===== config.mk =====
export PLATFORM = sky130hd
export DESIGN_NAME = vga_timing_ctrl_flat
export DESIGN_NICKNAME = d
export VERILOG_FILES = /design/src/rtl/vga_timing_ctrl_if.sv /design/src/rtl/vga_timing_ctrl.sv /design/src/flat_wrapper.sv
export SDC_FILE = /design/constraint.sdc
export NUM_CORES = 1
export LEC_CHECK = 0
export ABC_AREA = 1
export CELL_PAD_IN_SITES_DETAIL_PLACEMENT = 1
export CELL_PAD_IN_SITES_GLOBAL_PLACEMENT = 2
export CORE_MARGIN = 10
export CORE_UTILIZATION = 31
export DETAILED_ROUTE_END_ITERATION = 12
export GPL_TIMING_DRIVEN = 0
export PLACE_DENSITY_LB_ADDON = 0.1
export SYNTH_ARGS = -nofsm -noshare
export SYNTH_HDL_FRONTEND = slang
export SYNTH_SLANG_ARGS = --single-unit

===== constraint.sdc =====
create_clock -name io_clock -period 2.95 [get_ports io_clock]
set_clock_uncertainty 0.15 [all_clocks]
set_input_delay 0.59 -clock io_clock [delete_from_list [all_inputs] [get_ports io_clock]]
set_output_delay 0.59 -clock io_clock [all_outputs]
set_load 0.03 [all_outputs]

===== src/rtl/vga_timing_ctrl_if.sv =====
// Pixel stream, control/status and VGA pin bundle for vga_timing_ctrl.
// master = stream/framebuffer side, slave = the timing controller.
interface vga_timing_ctrl_if;
  logic        io_enable;
  logic        io_pixel_valid;
  logic        io_pixel_ready;
  logic [11:0] io_pixel_data;
  logic        io_clearUnderflow;
  logic        io_underflow;
  logic        io_frameStart;
  logic        io_busy;
  logic [3:0]  io_vga_pixels_r;
  logic [3:0]  io_vga_pixels_g;
  logic [3:0]  io_vga_pixels_b;
  logic        io_vga_hSync;
  logic        io_vga_vSync;

  modport master (
    output io_enable, io_pixel_valid, io_pixel_data, io_clearUnderflow,
    input  io_pixel_ready, io_underflow, io_frameStart, io_busy,
    input  io_vga_pixels_r, io_vga_pixels_g, io_vga_pixels_b,
    input  io_vga_hSync, io_vga_vSync
  );

  modport slave (
    input  io_enable, io_pixel_valid, io_pixel_data, io_clearUnderflow,
    output io_pixel_ready, io_underflow, io_frameStart, io_busy,
    output io_vga_pixels_r, io_vga_pixels_g, io_vga_pixels_b,
    output io_vga_hSync, io_vga_vSync
  );
endinterface


===== src/rtl/vga_timing_ctrl.sv =====
// VGA timing generator: h/v counters, run/stop sequencing, pixel stream pull
// during the active region and a one-cycle-latency registered pin stage.
module vga_timing_ctrl #(
  parameter int   H_ACTIVE  = 640,
  parameter int   H_FP      = 16,
  parameter int   H_SYNC    = 96,
  parameter int   H_BP      = 48,
  parameter int   V_ACTIVE  = 480,
  parameter int   V_FP      = 10,
  parameter int   V_SYNC    = 2,
  parameter int   V_BP      = 33,
  parameter logic SYNC_POL  = 1'b0,
  parameter int   CNT_WIDTH = 11
) (
  input logic              io_clock,
  input logic              io_reset,
  vga_timing_ctrl_if.slave vga
);
  localparam int H_TOTAL = H_ACTIVE + H_FP + H_SYNC + H_BP;
  localparam int V_TOTAL = V_ACTIVE + V_FP + V_SYNC + V_BP;
  localparam int CW1     = CNT_WIDTH + 1;

  localparam logic [CNT_WIDTH-1:0] CNT_ZERO = CNT_WIDTH'(0);
  localparam logic [CNT_WIDTH-1:0] CNT_ONE  = CNT_WIDTH'(1);
  localparam logic [CNT_WIDTH-1:0] H_LAST   = CNT_WIDTH'(H_TOTAL - 1);
  localparam logic [CNT_WIDTH-1:0] V_LAST   = CNT_WIDTH'(V_TOTAL - 1);
  // One bit wider so a sync end equal to 2^CNT_WIDTH still compares correctly.
  localparam logic [CW1-1:0] H_ACT_W   = CW1'(H_ACTIVE);
  localparam logic [CW1-1:0] H_SYNC_LO = CW1'(H_ACTIVE + H_FP);
  localparam logic [CW1-1:0] H_SYNC_HI = CW1'(H_ACTIVE + H_FP + H_SYNC);
  localparam logic [CW1-1:0] V_ACT_W   = CW1'(V_ACTIVE);
  localparam logic [CW1-1:0] V_SYNC_LO = CW1'(V_ACTIVE + V_FP);
  localparam logic [CW1-1:0] V_SYNC_HI = CW1'(V_ACTIVE + V_FP + V_SYNC);

  typedef enum logic [1:0] {
    ST_IDLE     = 2'd0,
    ST_RUN      = 2'd1,
    ST_STOPPING = 2'd2
  } state_t;

  state_t               state_r;
  logic [CNT_WIDTH-1:0] h_cnt_r;
  logic [CNT_WIDTH-1:0] v_cnt_r;
  logic [3:0]           red_r;
  logic [3:0]           green_r;
  logic [3:0]           blue_r;
  logic                 hsync_r;
  logic                 vsync_r;
  logic                 frame_start_r;
  logic                 underflow_r;
  logic                 busy_r;

  logic [CNT_WIDTH-1:0] h_nxt_s;
  logic [CNT_WIDTH-1:0] v_nxt_s;
  logic                 running_s;
  logic                 active_s;
  logic                 ready_s;
  logic                 transfer_s;
  logic                 frame_end_s;
  logic                 hsync_on_s;
  logic                 vsync_on_s;

  // Region decode and counter successor from the registered counters/state.
  always_comb begin
    running_s   = (state_r != ST_IDLE);
    frame_end_s = (h_cnt_r == H_LAST) && (v_cnt_r == V_LAST);
    active_s    = running_s && ({1'b0, h_cnt_r} < H_ACT_W) && ({1'b0, v_cnt_r} < V_ACT_W);
    ready_s     = active_s && !io_reset;
    transfer_s  = ready_s && vga.io_pixel_valid;
    hsync_on_s  = ({1'b0, h_cnt_r} >= H_SYNC_LO) && ({1'b0, h_cnt_r} < H_SYNC_HI);
    vsync_on_s  = ({1'b0, v_cnt_r} >= V_SYNC_LO) && ({1'b0, v_cnt_r} < V_SYNC_HI);
    if (h_cnt_r == H_LAST) begin
      h_nxt_s = CNT_ZERO;
      if (v_cnt_r == V_LAST) begin
        v_nxt_s = CNT_ZERO;
      end else begin
        v_nxt_s = v_cnt_r + CNT_ONE;
      end
    end else begin
      h_nxt_s = h_cnt_r + CNT_ONE;
      v_nxt_s = v_cnt_r;
    end
  end

  // Run/stop FSM, counters and the registered pin/status stage.
  always_ff @(posedge io_clock) begin
    if (io_reset) begin
      state_r       <= ST_IDLE;
      h_cnt_r       <= CNT_ZERO;
      v_cnt_r       <= CNT_ZERO;
      red_r         <= 4'h0;
      green_r       <= 4'h0;
      blue_r        <= 4'h0;
      hsync_r       <= ~SYNC_POL;
      vsync_r       <= ~SYNC_POL;
      frame_start_r <= 1'b0;
      underflow_r   <= 1'b0;
      busy_r        <= 1'b0;
    end else begin
      // busy_r is loaded with the next state so it always mirrors state_r.
      case (state_r)
        ST_IDLE: begin
          h_cnt_r <= CNT_ZERO;
          v_cnt_r <= CNT_ZERO;
          if (vga.io_enable) begin
            state_r <= ST_RUN;
            busy_r  <= 1'b1;
          end else begin
            state_r <= ST_IDLE;
            busy_r  <= 1'b0;
          end
        end
        ST_RUN: begin
          h_cnt_r <= h_nxt_s;
          v_cnt_r <= v_nxt_s;
          busy_r  <= 1'b1;
          if (vga.io_enable) begin
            state_r <= ST_RUN;
          end else begin
            state_r <= ST_STOPPING;
          end
        end
        ST_STOPPING: begin
          h_cnt_r <= h_nxt_s;
          v_cnt_r <= v_nxt_s;
          if (vga.io_enable) begin
            state_r <= ST_RUN;
            busy_r  <= 1'b1;
          end else if (frame_end_s) begin
            state_r <= ST_IDLE;
            busy_r  <= 1'b0;
          end else begin
            state_r <= ST_STOPPING;
            busy_r  <= 1'b1;
          end
        end
        default: begin
          state_r <= ST_IDLE;
          h_cnt_r <= CNT_ZERO;
          v_cnt_r <= CNT_ZERO;
          busy_r  <= 1'b0;
        end
      endcase

      if (running_s) begin
        red_r         <= transfer_s ? vga.io_pixel_data[11:8] : 4'h0;
        green_r       <= transfer_s ? vga.io_pixel_data[7:4]  : 4'h0;
        blue_r        <= transfer_s ? vga.io_pixel_data[3:0]  : 4'h0;
        hsync_r       <= hsync_on_s ? SYNC_POL : ~SYNC_POL;
        vsync_r       <= vsync_on_s ? SYNC_POL : ~SYNC_POL;
        frame_start_r <= (h_cnt_r == CNT_ZERO) && (v_cnt_r == CNT_ZERO);
      end else begin
        red_r         <= 4'h0;
        green_r       <= 4'h0;
        blue_r        <= 4'h0;
        hsync_r       <= ~SYNC_POL;
        vsync_r       <= ~SYNC_POL;
        frame_start_r <= 1'b0;
      end

      // A new underflow outranks a simultaneous clear.
      if (active_s && !vga.io_pixel_valid) begin
        underflow_r <= 1'b1;
      end else if (vga.io_clearUnderflow) begin
        underflow_r <= 1'b0;
      end else begin
        underflow_r <= underflow_r;
      end
    end
  end

  assign vga.io_pixel_ready  = ready_s;
  assign vga.io_underflow    = underflow_r;
  assign vga.io_frameStart   = frame_start_r;
  assign vga.io_busy         = busy_r;
  assign vga.io_vga_pixels_r = red_r;
  assign vga.io_vga_pixels_g = green_r;
  assign vga.io_vga_pixels_b = blue_r;
  assign vga.io_vga_hSync    = hsync_r;
  assign vga.io_vga_vSync    = vsync_r;
endmodule


===== src/flat_wrapper.sv =====
// flat-port wrapper written by rule: the top's interface ports become plain ports
module vga_timing_ctrl_flat 
#(
  parameter int   H_ACTIVE  = 640,
  parameter int   H_FP      = 16,
  parameter int   H_SYNC    = 96,
  parameter int   H_BP      = 48,
  parameter int   V_ACTIVE  = 480,
  parameter int   V_FP      = 10,
  parameter int   V_SYNC    = 2,
  parameter int   V_BP      = 33,
  parameter logic SYNC_POL  = 1'b0,
  parameter int   CNT_WIDTH = 11
)
  (io_clock, io_reset, vga_io_enable, vga_io_pixel_valid, vga_io_pixel_data, vga_io_clearUnderflow, vga_io_pixel_ready, vga_io_underflow, vga_io_frameStart, vga_io_busy, vga_io_vga_pixels_r, vga_io_vga_pixels_g, vga_io_vga_pixels_b, vga_io_vga_hSync, vga_io_vga_vSync);
  vga_timing_ctrl_if vga_i ();
  input logic io_clock;
  input logic io_reset;
  input wire logic [$bits(vga_i.io_enable)-1:0] vga_io_enable;
  input wire logic [$bits(vga_i.io_pixel_valid)-1:0] vga_io_pixel_valid;
  input wire logic [$bits(vga_i.io_pixel_data)-1:0] vga_io_pixel_data;
  input wire logic [$bits(vga_i.io_clearUnderflow)-1:0] vga_io_clearUnderflow;
  output wire logic [$bits(vga_i.io_pixel_ready)-1:0] vga_io_pixel_ready;
  output wire logic [$bits(vga_i.io_underflow)-1:0] vga_io_underflow;
  output wire logic [$bits(vga_i.io_frameStart)-1:0] vga_io_frameStart;
  output wire logic [$bits(vga_i.io_busy)-1:0] vga_io_busy;
  output wire logic [$bits(vga_i.io_vga_pixels_r)-1:0] vga_io_vga_pixels_r;
  output wire logic [$bits(vga_i.io_vga_pixels_g)-1:0] vga_io_vga_pixels_g;
  output wire logic [$bits(vga_i.io_vga_pixels_b)-1:0] vga_io_vga_pixels_b;
  output wire logic [$bits(vga_i.io_vga_hSync)-1:0] vga_io_vga_hSync;
  output wire logic [$bits(vga_i.io_vga_vSync)-1:0] vga_io_vga_vSync;
  assign vga_i.io_enable = vga_io_enable;
  assign vga_i.io_pixel_valid = vga_io_pixel_valid;
  assign vga_i.io_pixel_data = vga_io_pixel_data;
  assign vga_i.io_clearUnderflow = vga_io_clearUnderflow;
  assign vga_io_pixel_ready = vga_i.io_pixel_ready;
  assign vga_io_underflow = vga_i.io_underflow;
  assign vga_io_frameStart = vga_i.io_frameStart;
  assign vga_io_busy = vga_i.io_busy;
  assign vga_io_vga_pixels_r = vga_i.io_vga_pixels_r;
  assign vga_io_vga_pixels_g = vga_i.io_vga_pixels_g;
  assign vga_io_vga_pixels_b = vga_i.io_vga_pixels_b;
  assign vga_io_vga_hSync = vga_i.io_vga_hSync;
  assign vga_io_vga_vSync = vga_i.io_vga_vSync;
  vga_timing_ctrl #(.H_ACTIVE(H_ACTIVE), .H_FP(H_FP), .H_SYNC(H_SYNC), .H_BP(H_BP), .V_ACTIVE(V_ACTIVE), .V_FP(V_FP), .V_SYNC(V_SYNC), .V_BP(V_BP), .SYNC_POL(SYNC_POL), .CNT_WIDTH(CNT_WIDTH)) u_core (.io_clock(io_clock), .io_reset(io_reset), .vga(vga_i));
endmodule

==> flow_summary.ini <==
[global_routing]
grt_start_max_net_pins = 14
grt_use_met1_pct = 13.12
top_usage_layer = met2
grt_usage_pct = 10.93
grt_util_met2_pct = 18.38
grt_pass1_wl_um = 9045
antenna_found_initial = 0
first_global_vias = 1847
met3_usage_pct = 2.881
grt_overflow = 0

[sta]
setup-violations-final = 0
rsz0062_at_grt = no
max_freq_mhz = 404.0
setup_ws_ps = 474.8
maxSlewHeadroom_pct = 76.17
period_share_pct = 83.91
tns_ps = 0
slew_violations = 0
worstMarginPinSlew_ps = 354.2
fin_crit_ps = 2475
hold_viol_final = 0

[cells_and_area]
syn_to_final_growth_pct = 26.10
final_util_pct = 40.21
final_cell_mix = 56 x nand2_1, 47 x inv_1, 47 x nor2_1, 41 x dfxtp_1, 33 x clkdlybuf4s50_1
drive_gt1_share_pct = 11.69
layout_commonest_cell = nand2_1
num_antenna_cells = 0
seqCellArea_um2 = 820.8
instances_no_fill = 402
fillers = 784
multiInputGateArea_um2 = 974.7
finalNetCount = 349

[synth]
synth.net_count = 308
yosys.cell_types.count = 27
syn_area_um2 = 2013
ys_warn_count = 0
netlist_instances = 283
synth_top_area_share_pct = 40.77
yosysTopAreaCell = dfxtp_1
synth-seq-cells = 41
synth_area_leaders = dfxtp_1 41%, nand2_1 10%, inv_1 8.8%
synth_seq_area_share_pct = 40.77
avgSynthCellArea_um2 = 7.114

[critical_path]
critPathMaxFanout = 3
crit_required_ps = 2210
crit_arrival_ps = 1740
end_kind = output pin
crit_type = reg -> out
crit_path_start_kind = flop

[route]
avgRoutedWirePerCell_um = 12.96
drt_wl_total_um = 5209
drt-initial-drc-count = 55
vias = 1818
dr.pass1.iters = 4
via_per_inst = 4.522
drtAntennaViolNets = 0
drc_errors = 0

[job]
drv_cap = 0

[min_path]
hp-class = reg -> reg

[floorplanning]
initial_core_util_pct = 31.89
rows = 29
io_pins = 35
fp.dieW_um = 100.6
die_h_um = 100.6
dieArea_um2 = 10120
core_um2 = 6314

[placement]
routabilityCongestion = 0.7393
placed_cells = 394
pre_cts_ws_ps = 180.7
io_buffers = 34
dp_hpwl_um = 4261

[cts]
cts_sinks = 41
ctsResizeCount = 0
cts_buffers = 5
cts_tree = done
cts_root_buffer = clkbuf_8
htreeDepth = 2
cts.clk_slew.worst_paths_ps = 80
cts_setup_buffers = 0
clock_latency_ps = 300
clk_path_buf_depth = 2
cts_hold_buf = 0

[pwr]
cellPowerDensity_nw_per_um2 = 417.3
p_leak_nw = 1.106
vdd_drop_max_v = 0.0002054
power.total_mw = 1.059

[status]
status = completed
[through the flow]
step / hold slack, ps / cell area [um2]
after global routing: 366.0 / 2539
final: 325.1 / 2539
after CTS: 331.9 / 2536
after global placement: 294.3 / 2450
after detailed placement: 313.3 / 2450
after floorplan: 279.6 / 2013
[critical path, stage by stage, from the launching register on]
cell and delay [ps]:
dfxtp_1 380, inv_1 80, ha_1 220, inv_1 80
nand3_1 80, nor2_1 110, nand3_1 110, inv_2 80
dlymetal6s2s_1 300
[flip-flops by register name (all words and copies together), names as in the netlist]
register,flops
u_core.state_r,2
u_core.vga.io_vga_pixels_b,4
u_core.vga.io_vga_pixels_r,4
u_core.vga.io_underflow,1
u_core.vga.io_vga_vSync,1
u_core.v_cnt_r,11
u_core.vga.io_vga_hSync,1
u_core.vga.io_frameStart,1
u_core.vga.io_vga_pixels_g,4
u_core.vga.io_busy,1
u_core.h_cnt_r,11
[cell type report]
type / instances / share of cell area [%]
repair buffers: 34 / 13.50
inverters: 52 / 7.689
well taps: 77 / 3.795
flip-flops and latches: 41 / 32.33
clock buffers: 5 / 2.711
multi-input cells: 188 / 38.39
clock inverters: 3 / 0.6900
plain buffers: 2 / 0.8871
[cell usage after synthesis (all sizes together)]
master	number
nand3	20
clkinv	1
inv	51
buf	2
nand4	7
nor3b	1
a21oi	10
nor4	2
or2	1
nor3	6
nand2	66
nor2	56
dfxtp	41
o211ai	1
o2111ai	1
ha	8
o22ai	2
o21ai	7
[metal layers]
metal	share of wire (%)	up-vias
met1	47	837
met2	49	14
met4	1.3	0
met3	2.8	7
li1	-	960
met5	0	-
[path summary, 6_finish.rpt]
check	from	cells after the start	slack, ps	to
setup / recovery	u_core.state_r[0]	8	470	vga_io_pixel_ready
setup reg to reg	u_core.state_r[0]	8	1220	u_core.v_cnt_r[0]
hold reg to reg	u_core.h_cnt_r[0]	1	330	u_core.h_cnt_r[0]
hold / removal	u_core.h_cnt_r[0]	1	330	u_core.h_cnt_r[0]
[where the power goes]
group	internal, mW	switching (mW)
Sequential	0.565	0.00552
Combinational	0.0539	0.0651
Clock	0.163	0.207
Total	0.782	0.277
[kinds of logic after synthesis]
logic type | share of synthesized area [%]
DFF | 40.77
buffers and inverters | 10.81
AOI/OAI and AO/OA | 5.967
and+or+nand+nor | 37.48
adders and majority gates | 4.972
(Power assumes the default switching activity.)
==> variant (same settings) <==
`SYNC_POL` is set to 1'b0 in 2 places; all go to 1'b1.
--- a/src/rtl/vga_timing_ctrl.sv
+++ b/src/rtl/vga_timing_ctrl.sv
@@ -9,7 +9,7 @@
   parameter int   V_FP      = 10,
   parameter int   V_SYNC    = 2,
   parameter int   V_BP      = 33,
-  parameter logic SYNC_POL  = 1'b0,
+  parameter logic SYNC_POL  = 1'b1,
   parameter int   CNT_WIDTH = 11
 ) (
   input logic              io_clock,
--- a/src/flat_wrapper.sv
+++ b/src/flat_wrapper.sv
@@ -9,7 +9,7 @@
   parameter int   V_FP      = 10,
   parameter int   V_SYNC    = 2,
   parameter int   V_BP      = 33,
-  parameter logic SYNC_POL  = 1'b0,
+  parameter logic SYNC_POL  = 1'b1,
   parameter int   CNT_WIDTH = 11
 )
   (io_clock, io_reset, vga_io_enable, vga_io_pixel_valid, vga_io_pixel_data, vga_io_clearUnderflow, vga_io_pixel_ready, vga_io_underflow, vga_io_frameStart, vga_io_busy, vga_io_vga_pixels_r, vga_io_vga_pixels_g, vga_io_vga_pixels_b, vga_io_vga_hSync, vga_io_vga_vSync);
Formal check against the unedited RTL: not equivalent (Yosys sat finds a counterexample within 4 cycles, from zero or initial values and one cycle with io_reset high).
==> variant against the original RTL <==
Die area increased by 1.3%. Largest cell class unchanged. Critical path depth unchanged. Critical endpoint unchanged. Clock power rose by 21%. Worst setup slack worse by 59 ps. Utilization up 0.35 points. Cell area is 2.0% higher. Fmax shrank 2.3%. Sequential cell count is the same. Wire length up 3.6%. Count of clock-buffer cells in the layout unchanged. Largest power group unchanged. Total power is 7.1% higher. Synthesized area up 1.7%. Synthesized cell count grew 0.35%. Critical path type unchanged.
==> variant: results (changes against the original RTL) <==
stage,metric,value,unit,change
worst_setup_path,worst reg2reg path depth,8,,unchanged
synthesis,Unique masters post-synth,29,,+7.4%
synthesis,post-synthesis net count,309,,+0.32%
global_routing,largest net degree at the start of global routing,13,,-1
synthesis,Synth Flop Type,dfxtp_1,,
global_routing,gr usage total,0.108,,-0.00119
place,pre-CTS WS,144,ps,-37.2 ps
worst_setup_path,Setup crit end,vga_io_pixel_ready,,
timing,WHS,311,ps,-14.0 ps
place,HPWL after DPL,4400,um,+3.4%
worst_setup_path,"Max stage delay cell, worst path",dfxtp_1,,
synthesis,top post-synthesis cells by area,"dfxtp_1 (40%), nand2_1 (10%), nor2_1 (9.0%)",,
synthesis,synth cell count leaders,"nand2_1 (55), nor2_1 (49), inv_1 (45)",,
detailed_routing,routed length per instance,13.4,um,+3.6%
timing,Worst Tran Pin Value,494,ps,+140 ps
synthesis,"Seq/Total Area, Yosys",0.401,,-0.00673
global_routing,vias in the first global route,1801,,-2.5%
final_layout,Final #Nets,350,,+0.29%
min_path,min-delay src,u_core.h_cnt_r[0],,
detailed_routing,DR vias/cell,4.52,,about the same
final_layout,# fillers,788,,+0.51%
power_and_ir_drop,Switching Share,0.238,,-0.0239
clock_tree,Clock H-tree levels,2,,unchanged
worst_setup_path,CP max stage delay,380,ps,about the same
clock_tree,"CTS clk-pin slew, worst paths",80,ps,about the same
timing,Tmin final,2530,ps,+59.0 ps
run_status,outcome,"complete, no violations",,
worst_setup_path,Crit Path Max Fanout,4,,+1
worst_setup_path,FF-to-FF End,u_core.v_cnt_r[2],,
clock_tree,root buffer cell,clkbuf_8,,
worst_setup_path,crit path from,u_core.state_r[0],,
place,RePlAce Congestion,0.809,,+9.5%
min_path,HP Class,reg2reg,,
power_and_ir_drop,VDD IR-drop max,0.000175,V,-15%
power_and_ir_drop,leak pwr,1.06,nW,-4.3%
detailed_routing,starting DRC count in detailed routing,46,,-16%
global_routing,global-route wire length before repair,8890,um,-1.7%
final_layout,layout cells sized above 1,0.108,,-0.00923
==> variant: what timing repair did <==
action                                  CTS  global route
resized for setup                         0             1
hold endpoints to repair                  0             0
endpoints found under the setup margin    0             1
==> variant: routing by layer <==
layer  part of all wire  up-vias  global-route usage
met5                  0        -                   0
met2               0.46       26               0.171
met1               0.48      820               0.138
met4              0.011        0              0.0322
li1                   -      966                   -
met3              0.051        7              0.0320
==> variant: cell type report <==
type | count | area (um^2) | share of cell area
multi-input cells | 190 | 997 | 0.385
well taps | 77 | 96.3 | 0.0372
clock inverters | 2 | 35.0 | 0.0135
flip-flops and latches | 41 | 821 | 0.317
plain buffers | 4 | 45.0 | 0.0174
repair buffers | 34 | 343 | 0.132
clock buffers | 5 | 68.8 | 0.0266
inverters | 49 | 184 | 0.0710
==> variant: logic make-up (layout without fill, tap and decap cells) <==
| kind of cell | Yosys count | after routing | share of synthesized area |
|---|---|---|---|
| AOI/OAI and AO/OA | 20 | 20 | 0.0550 |
| adders and majority gates | 8 | 8 | 0.0489 |
| DFF | 41 | 41 | 0.401 |
| xor gates and xnor gates | 1 | 1 | 0.00428 |
| and+or+nand+nor | 161 | 161 | 0.379 |
| buffers and inverters | 53 | 94 | 0.112 |
==> variant: through the flow <==
step                      area [um^2]  total power, W  std cells  utilization
final                            2590         0.00113        402        0.406
after detailed placement         2480        0.000705        395        0.389
after floorplan                  2050        0.000648        284            -
after CTS                        2590         0.00116        402        0.405
after global placement           2480        0.000704        395        0.389
after global routing             2590         0.00119        402        0.406
==> variant: worst max-delay path: cells and delay by family (launching register included) <==
family                     cells  cell delay (ps)
AOI/OAI and AO/OA              1              160
adders and majority gates      1              250
buffers and inverters          3              450
DFF                            1              380
and+or+nand+nor                3              260
